===== config.mk =====
export PLATFORM = sky130hd
export DESIGN_NAME = merging_flat
export DESIGN_NICKNAME = d
export VERILOG_FILES = /design/src/rtl/merging_if.sv /design/src/rtl/merging.sv /design/src/flat_wrapper.sv
export SDC_FILE = /design/constraint.sdc
export NUM_CORES = 1
export LEC_CHECK = 0
export CORE_MARGIN = 2
export CORE_UTILIZATION = 50
export DETAILED_ROUTE_END_ITERATION = 12
export GPL_TIMING_DRIVEN = 0
export HOLD_SLACK_MARGIN = 0.15
export PLACE_DENSITY = 0.86
export REMOVE_ABC_BUFFERS = 1
export SYNTH_ARGS = -nofsm -noshare
export SYNTH_HDL_FRONTEND = slang
export SYNTH_SLANG_ARGS = --single-unit

===== constraint.sdc =====
create_clock -name clk -period 4.15 [get_ports clk]
set_clock_uncertainty 0.15 [all_clocks]
set_input_delay 0.83 -clock clk [delete_from_list [all_inputs] [get_ports clk]]
set_output_delay 0.83 -clock clk [all_outputs]
set_load 0.005 [all_outputs]

===== src/rtl/merging_if.sv =====
// Handshake bundle for the pixel merger: serial word input side, assembled frame output side.
// The merging block connects through the slave modport; the producer/consumer uses master.
interface merging_if #(
  parameter int TOTALPIXEL = 9,
  parameter int DATA_W     = 32,
  parameter int CW         = $clog2(TOTALPIXEL + 1)
) ();
  logic [DATA_W-1:0]            in_data;
  logic                         in_valid;
  logic                         in_ready;
  logic [TOTALPIXEL*DATA_W-1:0] conv_in;
  logic                         out_valid;
  logic                         out_ready;
  logic [CW-1:0]                count;

  modport slave (
    input  in_data, in_valid, out_ready,
    output in_ready, conv_in, out_valid, count
  );

  modport master (
    output in_data, in_valid, out_ready,
    input  in_ready, conv_in, out_valid, count
  );
endinterface


===== src/rtl/merging.sv =====
// Collects TOTALPIXEL serial words into one wide frame and hands it on with valid/ready.
// A frame being consumed can overlap the first word of the next one, so streaming has no bubble.
module merging #(
  parameter int TOTALPIXEL = 9,
  parameter int DATA_W     = 32
) (
  input  logic      clk,
  input  logic      reset,
  input  logic      flush,
  merging_if.slave  bus
);
  localparam int CW = $clog2(TOTALPIXEL + 1);
  localparam logic [CW-1:0] LAST_IDX = CW'(TOTALPIXEL - 1);

  typedef enum logic {FILL, FULL} state_t;

  state_t            state_reg, state_next;
  logic [CW-1:0]     count_reg, count_next;
  logic              out_valid_reg;
  logic              in_xfer, out_xfer;
  logic              wr_en;
  logic [CW-1:0]     wr_idx;
  logic [DATA_W-1:0] slot_reg [TOTALPIXEL];

  // Ready depends only on state and the consumer, never on in_valid.
  assign bus.in_ready  = (state_reg == FILL) | bus.out_ready;
  assign bus.out_valid = out_valid_reg;
  assign bus.count     = count_reg;

  assign in_xfer  = bus.in_valid & bus.in_ready;
  assign out_xfer = out_valid_reg & bus.out_ready;

  always_comb begin
    state_next = state_reg;
    count_next = count_reg;
    wr_en      = 1'b0;
    wr_idx     = count_reg;
    if (flush) begin
      state_next = FILL;
      count_next = '0;
    end else begin
      case (state_reg)
        FILL: begin
          if (in_xfer) begin
            wr_en = 1'b1;
            if (count_reg == LAST_IDX) begin
              count_next = '0;
              state_next = FULL;
            end else begin
              count_next = count_reg + CW'(1);
            end
          end
        end
        FULL: begin
          if (out_xfer) begin
            if (in_xfer) begin
              // Word arriving as the frame leaves starts the next frame at slot 0.
              wr_en  = 1'b1;
              wr_idx = '0;
              if (TOTALPIXEL == 1) begin
                state_next = FULL;
                count_next = '0;
              end else begin
                state_next = FILL;
                count_next = CW'(1);
              end
            end else begin
              state_next = FILL;
              count_next = '0;
            end
          end
        end
        default: begin
          state_next = FILL;
          count_next = '0;
        end
      endcase
    end
  end

  always_ff @(posedge clk or negedge reset) begin
    if (!reset) begin
      state_reg     <= FILL;
      count_reg     <= '0;
      out_valid_reg <= 1'b0;
    end else begin
      state_reg     <= state_next;
      count_reg     <= count_next;
      out_valid_reg <= (state_next == FULL);
    end
  end

  genvar gi;
  generate
    for (gi = 0; gi < TOTALPIXEL; gi++) begin : g_slot
      always_ff @(posedge clk or negedge reset) begin
        if (!reset) begin
          slot_reg[gi] <= '0;
        end else if (wr_en && (wr_idx == CW'(gi))) begin
          slot_reg[gi] <= bus.in_data;
        end
      end
      assign bus.conv_in[gi*DATA_W +: DATA_W] = slot_reg[gi];
    end
  endgenerate
endmodule


===== src/flat_wrapper.sv =====
// flat-port wrapper written by rule: the top's interface ports become plain ports
module merging_flat 
#(
  parameter int TOTALPIXEL = 9,
  parameter int DATA_W     = 32
)
  (clk, reset, flush, bus_in_data, bus_in_valid, bus_out_ready, bus_in_ready, bus_conv_in, bus_out_valid, bus_count);
  merging_if #(.TOTALPIXEL(TOTALPIXEL), .DATA_W(DATA_W)) bus_i ();
  input  logic clk;
  input  logic reset;
  input  logic flush;
  input wire logic [$bits(bus_i.in_data)-1:0] bus_in_data;
  input wire logic [$bits(bus_i.in_valid)-1:0] bus_in_valid;
  input wire logic [$bits(bus_i.out_ready)-1:0] bus_out_ready;
  output wire logic [$bits(bus_i.in_ready)-1:0] bus_in_ready;
  output wire logic [$bits(bus_i.conv_in)-1:0] bus_conv_in;
  output wire logic [$bits(bus_i.out_valid)-1:0] bus_out_valid;
  output wire logic [$bits(bus_i.count)-1:0] bus_count;
  assign bus_i.in_data = bus_in_data;
  assign bus_i.in_valid = bus_in_valid;
  assign bus_i.out_ready = bus_out_ready;
  assign bus_in_ready = bus_i.in_ready;
  assign bus_conv_in = bus_i.conv_in;
  assign bus_out_valid = bus_i.out_valid;
  assign bus_count = bus_i.count;
  merging #(.TOTALPIXEL(TOTALPIXEL), .DATA_W(DATA_W)) u_core (.clk(clk), .reset(reset), .flush(flush), .bus(bus_i));
endmodule

# Yosys cells after proc, flatten, opt, wreduce, memory -nomap -nowiden
# Index checks and enable logic that the tools add are counted.
dict set report totals {
  output_inout_bits 294
  elab_cells 57
  register_bits 293
  inputBits 37
}
dict set report classes {
  reduce_logical 11
  n_eq_ne 11
  n_bitwise 4
  add_sub_neg 1
  muxes 19
}
# operator count
set ops {}
lappend ops {{4-bit 2-to-1 mux} 8}
lappend ops {{4-bit by 3-bit equality test with 1-bit output, second input constant} 4}
lappend ops {{1-bit logical AND} 9}
lappend ops {{4-bit by 2-bit equality test with 1-bit output, second input constant} 2}
lappend ops {{4-bit equality test, second input constant} 2}
lappend ops {{1-bit 2-to-1 mux} 8}
lappend ops {{4-bit one-hot mux with 2 select lines} 1}
lappend ops {{4-bit by 1-bit adder with 4-bit output, second input constant} 1}
lappend ops {{4-bit by 1-bit equality test with 1-bit output, second input constant} 1}
lappend ops {{4-bit zero test} 1}
lappend ops {{1-bit one-hot mux with 2 select lines} 2}
lappend ops {{3-bit by 2-bit inequality test with 1-bit output, second input constant} 1}
lappend ops {{3-bit inequality test, second input constant} 1}
lappend ops {{1-bit bitwise AND} 2}
lappend ops {{2-bit AND reduction} 1}
lappend ops {{1-bit inverter} 1}
lappend ops {{1-bit bitwise OR} 1}

# Depth between registers and ports, before layout
# Gate-level depths: netlist of run 1.
dict set report depth {
  ltp_word 9
  depth_mapped 6
  ltp_nobuf 5
}

# Worst setup path after synthesis of run 1
# OpenSTA, ideal clock, no wires.
dict set report synth_path {
  path_kind {input to register}
  from {input bus_in_valid}
  to {register u_core.slot_reg (netlist bit u_core.bus.conv_in[10])}
  setup_ps 125
  t_arrival_ps 1875
  path_stages 5
  required_ps 3875
  path_slack_ps 2000
  n_path_buf 2
  path_cell_list {nor3b_2 buf_6 a31oi_4 buf_2 mux2_2}
}
dict set report synth_via {
  elab_chain_len 7
  elab_cells_between_ends 11
  cone_classes {mux (8); bitwise (1); reduce/logical (2)}
}
# element line_no
set synth_rtl {}
lappend synth_rtl {{from (decl)} flat_wrapper.sv:13} ;# input wire logic [$bits(bus_i.in_valid)-1:0] bus_in_valid;
lappend synth_rtl {{1-bit bitwise AND *} merging.sv:30} ;# assign in_xfer = bus.in_valid & bus.in_ready;
lappend synth_rtl {{4-bit 2-to-1 mux} merging.sv:56} ;# if (in_xfer) begin
lappend synth_rtl {{4-bit 2-to-1 mux} merging.sv:55} ;# if (out_xfer) begin
lappend synth_rtl {{4-bit 2-to-1 mux} merging.sv:42} ;# case (state_reg)
lappend synth_rtl {{4-bit 2-to-1 mux} merging.sv:38} ;# if (flush) begin
lappend synth_rtl {{4-bit zero test} merging.sv:99} ;# end else if (wr_en && (wr_idx == CW'(gi))) begin
lappend synth_rtl {{1-bit logical AND *} merging.sv:99}
lappend synth_rtl {{to (signal, indexed assignment)} merging.sv:100} ;# slot_reg[gi] <= bus.in_data;
lappend synth_rtl {{to (decl)} merging.sv:23} ;# logic [DATA_W-1:0] slot_reg [TOTALPIXEL];
# Mark *: on every way between the ends. The rest lies on a longest branch, timed or not.
# A chain may end at the register's enable or synchronous reset.

# Final worst setup path of run 1
dict set report layout_path {
  from {input bus_in_valid}
  to {register u_core.slot_reg (netlist bit u_core.bus.conv_in[199])}
}
dict set report layout_via {
  elab_chain_len 7
  elab_cells_between_ends 11
  cone_classes {eq/ne (1); mux (8); bitwise (1); reduce/logical (1)}
}
# element line_no
set layout_rtl {}
lappend layout_rtl {{1-bit bitwise AND *} merging.sv:30}
lappend layout_rtl {{4-bit 2-to-1 mux} merging.sv:56}
lappend layout_rtl {{4-bit 2-to-1 mux} merging.sv:55}
lappend layout_rtl {{4-bit 2-to-1 mux} merging.sv:42}
lappend layout_rtl {{4-bit 2-to-1 mux} merging.sv:38}
lappend layout_rtl {{4-bit by 3-bit equality test with 1-bit output} merging.sv:99}
lappend layout_rtl {{1-bit logical AND *} merging.sv:99}
# Marked as above.

==> impl_results.md, run 1 <==
- Status: finished, violations left
- Failing checks: negative setup slack
- Routed vias: roughly 7000
- FP Rows: between 50 and 60
- FF+latch area: 7332 sq um
- Root buf cell: clkbuf_16
- Clock sinks: between 200 and 300
- DR pass1 iterations: 4
- I/O pins: approximately 330
- Worst Setup Slack, final: -32.68 ps
- Crit Path Class: in -> reg
- PD cells: ~470 nW/um^2
- Setup crit start kind: primary input
- CP max-delay cell: nand3_2
- Starting Density: around half
- Count of cell types in the netlist: 32
- Post-route ant nets: 0
- Vias per inst: ~5.3
- Crit path arrival time: approximately 4500 ps
- Die height: about 150 um
- Post-synth EDFFs: 0
- Cell family contributing the most delay on the critical path: simple AND/OR/NAND/NOR gates
- Top cells by count, synth: dfrtp_1 (293), mux2_2 (232), mux2_4 (30)
- IO Port Bufs: 330
- Vias in the first global route: 7332
- Core Area: between 20000 and 25000 sq um
- Pin count of the biggest net entering global routing: between 100 and 150
- Gr usage total: between 20 and 25%
- Pre-CTS setup slack: -637.7 ps
- Global route total overflow: 0
- Die width: around 150 um
- Worst-Skew Late Latency: between 500 and 600 ps
- Worst setup EP type: flip-flop
- Final net count: between 1000 and 1500
- Filler instances: 1398
- Worst slew pin tran: about 1300 ps
- Max-Cap Viols: 0
- Final Hold Fails: 0
- Synth area leaders: dfrtp_1 (65%), mux2_2 (23%), mux2_4 (4.0%)
- Max incr delay on CP: about 1300 ps
- Most common cell in the netlist: dfrtp_1
- WP data required: 4420 ps
- Cts repair resizes: 0
- Synth-to-layout area growth: 40.12%
- CP Max Fanout: 32
- Crit path cell chain: clkdlybuf4s50_1, nor3b_2, nand3_2, mux2_1
- Drt wl/cell: about 22 um
- Crit path buf inv count: 1
- 1st-iter DRT viols: 229
- Initial antenna violation count: 0
- Final setup vio count: 5
- Synth Flop Type: dfrtp_1
- Drt drc: 0
- Diode count: 0
- Leak Pwr: 7.418 nW
- Synthesis Warnings: 0
- RSZ-0062 raised after global routing: true
- Ys async rst share: 100.0%
- H-tree depth: 1
- Global-route wire length before repair: 44.78 mm
- Yosys reg bits: slightly below 300
- # Post-CTS Setup Buffers: 0
- Layout cell share with drive strength beyond 1: between 30% and 40%
- Sequential element share of the synthesized area: 65.00%
- Max reg flops: around 290
- Final Wtd Congestion: 0.7717
- Die footprint: approximately 24000 sq um
- Most area-hungry cell type in the Yosys netlist: dfrtp_1
- CTS Buf Count: 30
- Share of the synthesized area in the top cell type: 65.00%
- Max transition margin: under 10%
- Cells after Synth: approximately 660
- Period utilisation layout: 100.8%
- Multi-input gate area in the final layout: 3722 sq um
- Final Critical Period: approximately 4200 ps
- Final Util: between 70% and 80%
- Min-Delay Path Class: reg -> reg
- Routed Wire Length: 28.72 mm
- HPWL after detailed placement: roughly 18 mm
- Max Slew Vio Count: 0
- CTS tree: yes
- Netlist Area Pre-Place: approximately 11000 sq um
- CTS clk-pin slew, worst paths: around 60 ps
- FMAX: 239.1 MHz
- Average size of a mapped cell: 17.17 sq um
- VDD IR-drop max: between 300 and 400 uV
- Maximum clock path buffer count: 3
## stage by stage
step	area [sq um]	total power, mW	setup TNS (ps)	cells	hold slack, ps
after CTS	15810	7.462	-20.65	1293	342.4
after global routing	15810	7.665	-10160	1293	357.0
final	15810	7.392	-52.38	1293	339.1
after floorplan	11070	3.821	0	625	332.9
after global placement	14720	4.759	-3061420	1235	318.3
after detailed placement	14820	4.816	-60320	1239	328.7
## power breakdown
| group | switching (mW) | internal, mW |
|---|---|---|
| sequential | 0.191 | 3.21 |
| combinational | 0.452 | 0.907 |
| clock | 1.07 | 1.56 |
## final timing paths
check                                             start                      end  slack (ps)  cells past startpoint
worst max-delay path                       bus_in_valid  u_core.bus.conv_in[199]         -30                      4
worst min-delay path            u_core.bus.conv_in[162]  u_core.bus.conv_in[162]         340                      1
worst max register to register         u_core.state_reg  u_core.bus.conv_in[199]         330                      3
worst min register to register  u_core.bus.conv_in[162]  u_core.bus.conv_in[162]         340                      1
max in group asynchronous                         reset   u_core.bus.conv_in[42]        2200                      3
min in group asynchronous                         reset  u_core.bus.conv_in[150]         670                      2
## per-layer routing
| metal | up-vias | share of wire (%) | track usage, % |
|---|---|---|---|
| met3 | 57 | 7.3 | 6.669 |
| li1 | 3025 | - | - |
| met1 | 3529 | 41 | 31.17 |
| met2 | 253 | 49 | 41.15 |
| met4 | 0 | 2.9 | 6.631 |
| met5 | - | 0 | 0 |
## cells by family after synthesis
group	count (synthesis)	synth area share [%]
AO/OA/AOI/OAI	10	0.7320
buffers and inverters	36	2.008
XOR/XNOR	1	0.07766
adder cells (fa/ha/maj)	2	0.2218
flip-flops	293	65.00
multiplexers	290	29.93
AND/OR/NAND/NOR	25	2.030
## worst register-to-register path, delay by kind of cell, from the launching register on
kind	cells	cell delay, ps
simple gates	2	2330
flops	1	480
mux	1	730
## final cells by class
class | instances | share of cell area (%)
clock inverter | 7 | 0.3800
sequential | 293 | 46.39
clock buffer | 46 | 5.771
multi-input combinational | 328 | 23.55
timing repair buffer | 335 | 21.60
inverter | 4 | 0.09500
tap | 280 | 2.217
## what timing repair did
action | 4_1_cts | 5_1_grt
endpoints found under the hold margin | 66 | 0
hold buffers | 1 | 0
endpoints found under the setup margin | 1 | 96
## layout by cell type (no fill, tap or decap), types with 4 or more instances in the layout
master and instances:
dfrtp_1 293, mux2_4 30, mux2_2 232, inv_1 4, nor2b_1 4, clkbuf_1 7
clkbuf_16 31, clkdlybuf4s50_1 329, clkinv_2 6, clkbuf_8 8, mux2_1 26
(Power assumes the default switching activity.)
==> run 2: changes to the inputs <==
--- a/config.mk
+++ b/config.mk
@@ -5,6 +5,7 @@
 export SDC_FILE = /design/constraint.sdc
 export NUM_CORES = 1
 export LEC_CHECK = 0
+export CAP_MARGIN = 20
 export CORE_MARGIN = 2
 export CORE_UTILIZATION = 50
 export DETAILED_ROUTE_END_ITERATION = 12
==> run 2 against run 1 <==
  * The flow now finishes without violations
  * Cell count is 0.46% higher
  * First-iteration DRC count grew 20%
  * Setup slack improved by 830 ps
  * Sequential power is essentially flat
  * Worst hold slack about the same
  * Sequential cell count did not move
  * Maximum frequency is 25% higher
  * Clock power is essentially flat
  * Wire length increased by 2.0%
  * Die area unchanged
  * Combinational power about the same
  * Critical path type unchanged
  * Critical endpoint is now u_core.bus.conv_in[93]
==> impl_results.md, run 2 (synthesized netlist as in run 1, its figures left out) <==
- Status: completed (was finished, violations left)
- Diode count: 0 (unchanged)
- Layout cell share with drive strength beyond 1: 32.58% (was 32.08%)
- Sw Ratio: 23.53% (was 23.20%)
- Crit Path Class: in -> reg (unchanged)
- Global route total overflow: 0 (unchanged)
- CP Max Fanout: 18 (was 32)
- Pin count of the biggest net entering global routing: 122 (unchanged)
- Worst slew pin tran: 868.4 ps (was 1348 ps)
- Final net count: 1035 (was 1031)
- Worst setup EP type: flip-flop (unchanged)
- FF+latch area: 7332 sq um (unchanged)
- Routed Wire Length: 29.30 mm (was 28.72 mm)
- Routed vias: 6893 (was 6864)
- Post-route ant nets: 0 (unchanged)
- Max transition margin: 42.00% (was 10.00%)
- Flop pwr share: 46.1% (was 46.0%)
- Hold path start: u_core.bus.conv_in[231] (was u_core.bus.conv_in[162])
- DR pass1 iterations: 4 (unchanged)
- CTS clk-pin slew, worst paths: 60 ps (about the same)
- Worst r2r src: u_core.state_reg (unchanged)
- Multi-input gate area in the final layout: 3722 sq um (unchanged)
- Clock sinks: 293 (unchanged)
- Crit path arrival time: 3630 ps (was 4450 ps)
- Setup crit start kind: primary input (unchanged)
- Critical path origin: bus_in_valid (unchanged)
- Initial antenna violation count: 0 (unchanged)
- Worst-Skew Late Latency: 540 ps (about the same)
- Maximum clock path buffer count: 3 (unchanged)
- Leak Pwr: 7.467 nW (was 7.418 nW)
- Root buf cell: clkbuf_16 (unchanged)
- Drt drc: 0 (unchanged)
- Max reg flops: 288 (unchanged)
- FP Rows: 54 (unchanged)
- I/O pins: 331 (unchanged)
- CTS tree: yes (unchanged)
- FMAX: 297.9 MHz (was 239.1 MHz)
- Die height: 154.2 um (unchanged)
- Int Pwr: 5.653 mW (was 5.677 mW)
- Die footprint: 23780 sq um (unchanged)
- Vias per inst: 5.306 (was 5.309)
- Core Area: 21960 sq um (unchanged)
- Clock share of power: 35.5% (was 35.6%)
- IO Port Bufs: 330 (unchanged)
- Min Hold Slack: 338.7 ps (was 339.1 ps)
- 1st-iter DRT viols: 275 (was 229)
- Gr usage total: 24.67% (was 24.32%)
- Period utilisation layout: 80.89% (was 100.8%)
- Synth-to-layout area growth: 40.96% (was 40.12%)
- Drt wl/cell: 22.56 um (was 22.21 um)
- Commonest non-fill, non-tap cell in the layout: clkdlybuf4s50_1 (unchanged)
- Comb power frac: 18.5% (was 18.4%)
- CTS Buf Count: 29 (was 30)
- Cts repair resizes: 0 (unchanged)
- Final Util: 72.41% (was 71.98%)
- Final Wtd Congestion: 0.7717 (unchanged)
- Max Slew Vio Count: 0 (unchanged)
- Commonest non-fill, non-tap cells in the layout: clkdlybuf4s50_1 (329), dfrtp_1 (293), mux2_2 (232) (unchanged)
- Global-route wire length before repair: 45.24 mm (was 44.78 mm)
- H-tree depth: 1 (unchanged)
- Max-Cap Viols: 0 (unchanged)
- Starting Density: 51.37% (unchanged)
- Final Hold Fails: 0 (unchanged)
- Slack of the worst reg-to-reg path: 1170 ps (was 330 ps)
- Die width: 154.2 um (unchanged)
- Final Critical Period: 3357 ps (was 4183 ps)
- WP data required: 4420 ps (about the same)
- RSZ-0062 raised after global routing: false (was true)
- VDD IR-drop max: 368.6 uV (was 372.6 uV)
- HPWL after detailed placement: 18.97 mm (was 18.16 mm)
- Filler instances: 1367 (was 1398)
- Min-Delay Path Class: reg -> reg (unchanged)
- Final setup vio count: 0 (was 5)
- PD cells: 464.9 nW/um^2 (was 467.7 nW/um^2)
- NetSw: 1.739 mW (was 1.715 mW)
- Vias in the first global route: 7449 (was 7332)
==> run 2: worst paths after layout <==
path,to,depth (start not counted)
max in group asynchronous,u_core.bus.conv_in[240],3
setup reg to reg,u_core.bus.conv_in[93],5
hold reg to reg,u_core.bus.conv_in[231],1
setup / recovery,u_core.bus.conv_in[93],6
hold / removal,u_core.bus.conv_in[231],1
min in group asynchronous,u_core.bus.conv_in[150],2
==> run 2: routing by layer <==
metal	wire, um	track usage (%)
met2	14730	42.73
met3	2045	6.837
met1	11710	30.70
met5	0	0
met4	824	6.631
==> run 2: worst max-delay path: stages <==
cell             delay [ps]
clkdlybuf4s50_1         600
nor3b_2                 660
buf_6                   240
nand3_2                 570
buf_16                  420
mux2_2                  300
==> run 2: stage by stage <==
| stage | std cells | setup slack, ps | power [mW] | instance area, sq um | TNS, ps |
|---|---|---|---|---|---|
| after floorplan | 625 | 823.4 | 3.821 | 11070 | 0 |
| after global placement | 1235 | -10230 | 4.759 | 14720 | -3061420 |
| after detailed placement | 1243 | -208.2 | 4.818 | 14920 | -9490 |
| after CTS | 1298 | 342.1 | 7.453 | 15890 | 0 |
| after global routing | 1299 | 729.0 | 7.675 | 15900 | 0 |
| final | 1299 | 793.0 | 7.392 | 15900 | 0 |
==> run 2: timing repair <==
| item | in CTS | in global routing |
|---|---|---|
| hold buffers | 1 | 0 |
| hold endpoints to repair | 66 | 0 |
| buffers inserted | 0 | 0 |
==> run 2: cell type report <==
type / instances / share of cell area, %
Multi-Input combinational cell: 328 / 23.41
Sequential cell: 293 / 46.11
Clock buffer: 42 / 5.312
Clock inverter: 12 / 0.7318
Timing Repair Buffer: 340 / 22.14
Tap cell: 280 / 2.203
Inverter: 4 / 0.09443
==> run 2: power by group through the flow <==
| stage | Sequential, mW | Clock (mW) | Combinational, mW |
|---|---|---|---|
| floorplan | 3.46 | 0 | 0.361 |
| global placement | 3.43 | 0 | 1.33 |
| detailed placement | 3.45 | 0 | 1.37 |
| CTS | 3.40 | 2.66 | 1.39 |
| global route | 3.45 | 2.78 | 1.45 |
| finish | 3.41 | 2.62 | 1.36 |
==> run 3: changes to the inputs <==
--- a/config.mk
+++ b/config.mk
@@ -7,11 +7,11 @@
 export LEC_CHECK = 0
 export CAP_MARGIN = 20
 export CORE_MARGIN = 2
-export CORE_UTILIZATION = 50
+export CORE_UTILIZATION = 47
 export DETAILED_ROUTE_END_ITERATION = 12
 export GPL_TIMING_DRIVEN = 0
 export HOLD_SLACK_MARGIN = 0.15
-export PLACE_DENSITY = 0.86
+export PLACE_DENSITY = 0.81
 export REMOVE_ABC_BUFFERS = 1
 export SYNTH_ARGS = -nofsm -noshare
 export SYNTH_HDL_FRONTEND = slang
==> constraint.sdc (replaced) <==
create_clock -name clk -period 3.3 [get_ports clk]
set_clock_uncertainty 0.15 [all_clocks]
set_input_delay 0.66 -clock clk [delete_from_list [all_inputs] [get_ports clk]]
set_output_delay 0.66 -clock clk [all_outputs]
set_load 0.005 [all_outputs]
==> run 3 against run 2 <==
  * Clock power rose by 23%
  * Global-route usage decreased by 2.1 points
  * Clock-buffer cell count increased by 4
  * Cell count rose by 2.8%
  * Sequential power increased by 25%
  * First-iteration DRC count increased by 4.7%
  * Critical path depth down 1
==> impl_results.md, run 3 (synthesized netlist as in run 1, its figures left out) <==
- Final Instance Count excl. Fillers: 1336 (was 1299)
- HPWL after detailed placement: 19.07 mm (was 18.97 mm)
- Maximum clock path buffer count: 3 (unchanged)
- Routed vias: 6915 (was 6893)
- Diode count: 0 (unchanged)
- Final Critical Period: around 3200 ps
- Max Slew Vio Count: 0 (unchanged)
- Max transition margin: 42.41% (was 42.00%)
- CTS tree: yes (unchanged)
- R2R Path End: u_core.bus.conv_in[135] (was u_core.bus.conv_in[93])
- Drt drc: 0 (unchanged)
- Min Hold Slack: 338.0 ps (was 338.7 ps)
- Status: completed (unchanged)
- Worst-Skew Late Latency: 540 ps (about the same)
- CTS Buf Count: 31 (was 29)
- Cells after DPL: 1282 (was 1243)
- Global-route wire length before repair: 44.71 mm (was 45.24 mm)
- Total negative slack: 0 ps (unchanged)
- DR pass1 iterations: 4 (unchanged)
- Pin count of the biggest net entering global routing: 103 (was 122)
- Crit path arrival time: 3510 ps (was 3630 ps)
- Final Hold Fails: 0 (unchanged)
- CP Max Fanout: 18 (unchanged)
- Routed Wire Length: 28.65 mm (was 29.30 mm)
- Worst slew pin tran: 862.1 ps (was 868.4 ps)
- Slack of the worst reg-to-reg path: 300 ps (was 1170 ps)
- Global route total overflow: 0 (unchanged)
- Crit Path Class: in -> reg (unchanged)
- Die width: 158.9 um (was 154.2 um)
- Worst Reg2Reg Path Length in Cells: 4 (was 5)
- Final net count: 1037 (was 1035)
- Period utilisation layout: 98.08%
- Crit path cell chain: clkdlybuf4s50_1, nor3b_4, nand3_2, buf_16, mux2_1 (was clkdlybuf4s50_1, nor3b_2, buf_6, nand3_2, buf_16, mux2_2)
- Max incr delay on CP: 750 ps (was 660 ps)
- IO Port Bufs: 330 (unchanged)
- Hold path cells: 1 (unchanged)
- Worst setup EP type: flip-flop (unchanged)
- # Post-CTS Setup Buffers: 0 (unchanged)
- RSZ-0062 raised after global routing: true (was false)
- PD cells: 576.8 nW/um^2 (was 464.9 nW/um^2)
- Setup crit start kind: primary input (unchanged)
- Layout cell share with drive strength beyond 1: 32.35% (was 32.58%)
- H-tree depth: 1 (unchanged)
- Root buf cell: clkbuf_16 (unchanged)
- Worst r2r src: u_core.state_reg (unchanged)
- Vias per inst: 5.176 (was 5.306)
- Vias in the first global route: 7461 (was 7449)
- Core Area: 23540 sq um (was 21960 sq um)
- Initial antenna violation count: 0 (unchanged)
- Max-Cap Viols: 0 (unchanged)
- 1st-iter DRT viols: 288 (was 275)
- Commonest non-fill, non-tap cell in the layout: clkdlybuf4s50_1 (unchanged)
- VDD IR-drop max: 459.0 uV (was 368.6 uV)
- FMAX: 309.0 MHz
- FP Rows: 56 (was 54)
- WP data required: 3580 ps (was 4420 ps)
- Clock sinks: 293 (unchanged)
- WHS Endpoint: u_core.bus.conv_in[162] (was u_core.bus.conv_in[231])
- Filler instances: 1651 (was 1367)
- Commonest non-fill, non-tap cells in the layout: clkdlybuf4s50_1 (329), dfrtp_1 (293), mux2_2 (232) (unchanged)
- Max reg flops: 288 (unchanged)
- Drt wl/cell: 21.45 um (was 22.56 um)
- CTS clk-pin slew, worst paths: 60 ps (about the same)
- Final Wtd Congestion: 0.7697 (was 0.7717)
- Leak Pwr: 7.465 nW (was 7.467 nW)
- Die height: 158.9 um (was 154.2 um)
- Min-Delay Path Class: reg -> reg (unchanged)
- Starting Density: 47.91% (was 51.37%)
- Pre-CTS setup slack: -932.2 ps (was -208.2 ps)
- Final setup vio count: 0 (unchanged)
- Worst Setup Slack, final: 63.45 ps (was 793.0 ps)
- CP max-delay cell: nand3_2 (was nor3b_2)
- Hold path start: u_core.bus.conv_in[162] (was u_core.bus.conv_in[231])
- I/O pins: 331 (unchanged)
- Gr usage total: 22.61% (was 24.67%)
- Synth-to-layout area growth: 41.65% (was 40.96%)
- Post-route ant nets: 0 (unchanged)
- Die footprint: 25250 sq um (was 23780 sq um)
- Final Util: 67.87% (was 72.41%)
run 3: how the worst max path moves through the flow:
stage,from,end,slack [ps]
2_1_floorplan,bus_in_valid,u_core.bus.conv_in[224],140
3_3_place_gp,reset,u_core.bus.conv_in[167],-11080
3_5_place_dp,bus_in_valid,u_core.bus.conv_in[105],-930
4_1_cts,bus_in_valid,u_core.bus.conv_in[119],30
5_1_grt,bus_in_valid,u_core.bus.conv_in[135],-60
6_report,bus_in_valid,u_core.bus.conv_in[135],60
run 3: metrics by stage:
step | power (mW) | cell area (sq um)
global route | 9.593 | 15980
floorplan | 4.805 | 11070
finish | 9.216 | 15980
detailed placement | 6.062 | 15000
CTS | 9.318 | 15960
global placement | 5.991 | 14770
run 3: metal layers:
metal	up-vias	wire, um	track usage, %
met5	-	0	0
met3	68	2234	6.870
met4	0	1122	8.802
met2	257	13970	38.11
li1	3028	-	-
met1	3562	11320	27.46
run 3: cell type report:
cell class / instances / area [sq um] / share of cell area [%]
sequential: 293 / 7332 / 45.89
clock inverter: 6 / 32.53 / 0.2036
inverter: 4 / 15.01 / 0.09397
timing repair buffer: 340 / 3558 / 22.27
clock buffer: 46 / 912.1 / 5.709
multi-input combinational: 328 / 3729 / 23.34
tap: 319 / 399.1 / 2.498
run 3: worst max-delay path, delay by kind of cell:
kind          cells  cell delay (ps)
simple gates      2             1480
buf+inv           2             1030
mux               1              320
run 3: power breakdown:
part | leakage [nW] | total, mW | internal (mW) | switching [mW]
combinational | 3.11 | 1.72 | 1.15 | 0.575
sequential | 3.89 | 4.27 | 4.04 | 0.234
clock | 0.467 | 3.22 | 1.88 | 1.34
run 3: timing repair:
| action | 4_1_cts | 5_1_grt |
|---|---|---|
| hold buffers | 1 | 0 |
| resized for setup | 1 | 0 |
| setup endpoints to repair | 189 | 18 |
| endpoints found under the hold margin | 99 | 0 |
| gates cloned | 0 | 0 |
| pin swaps | 1 | 0 |
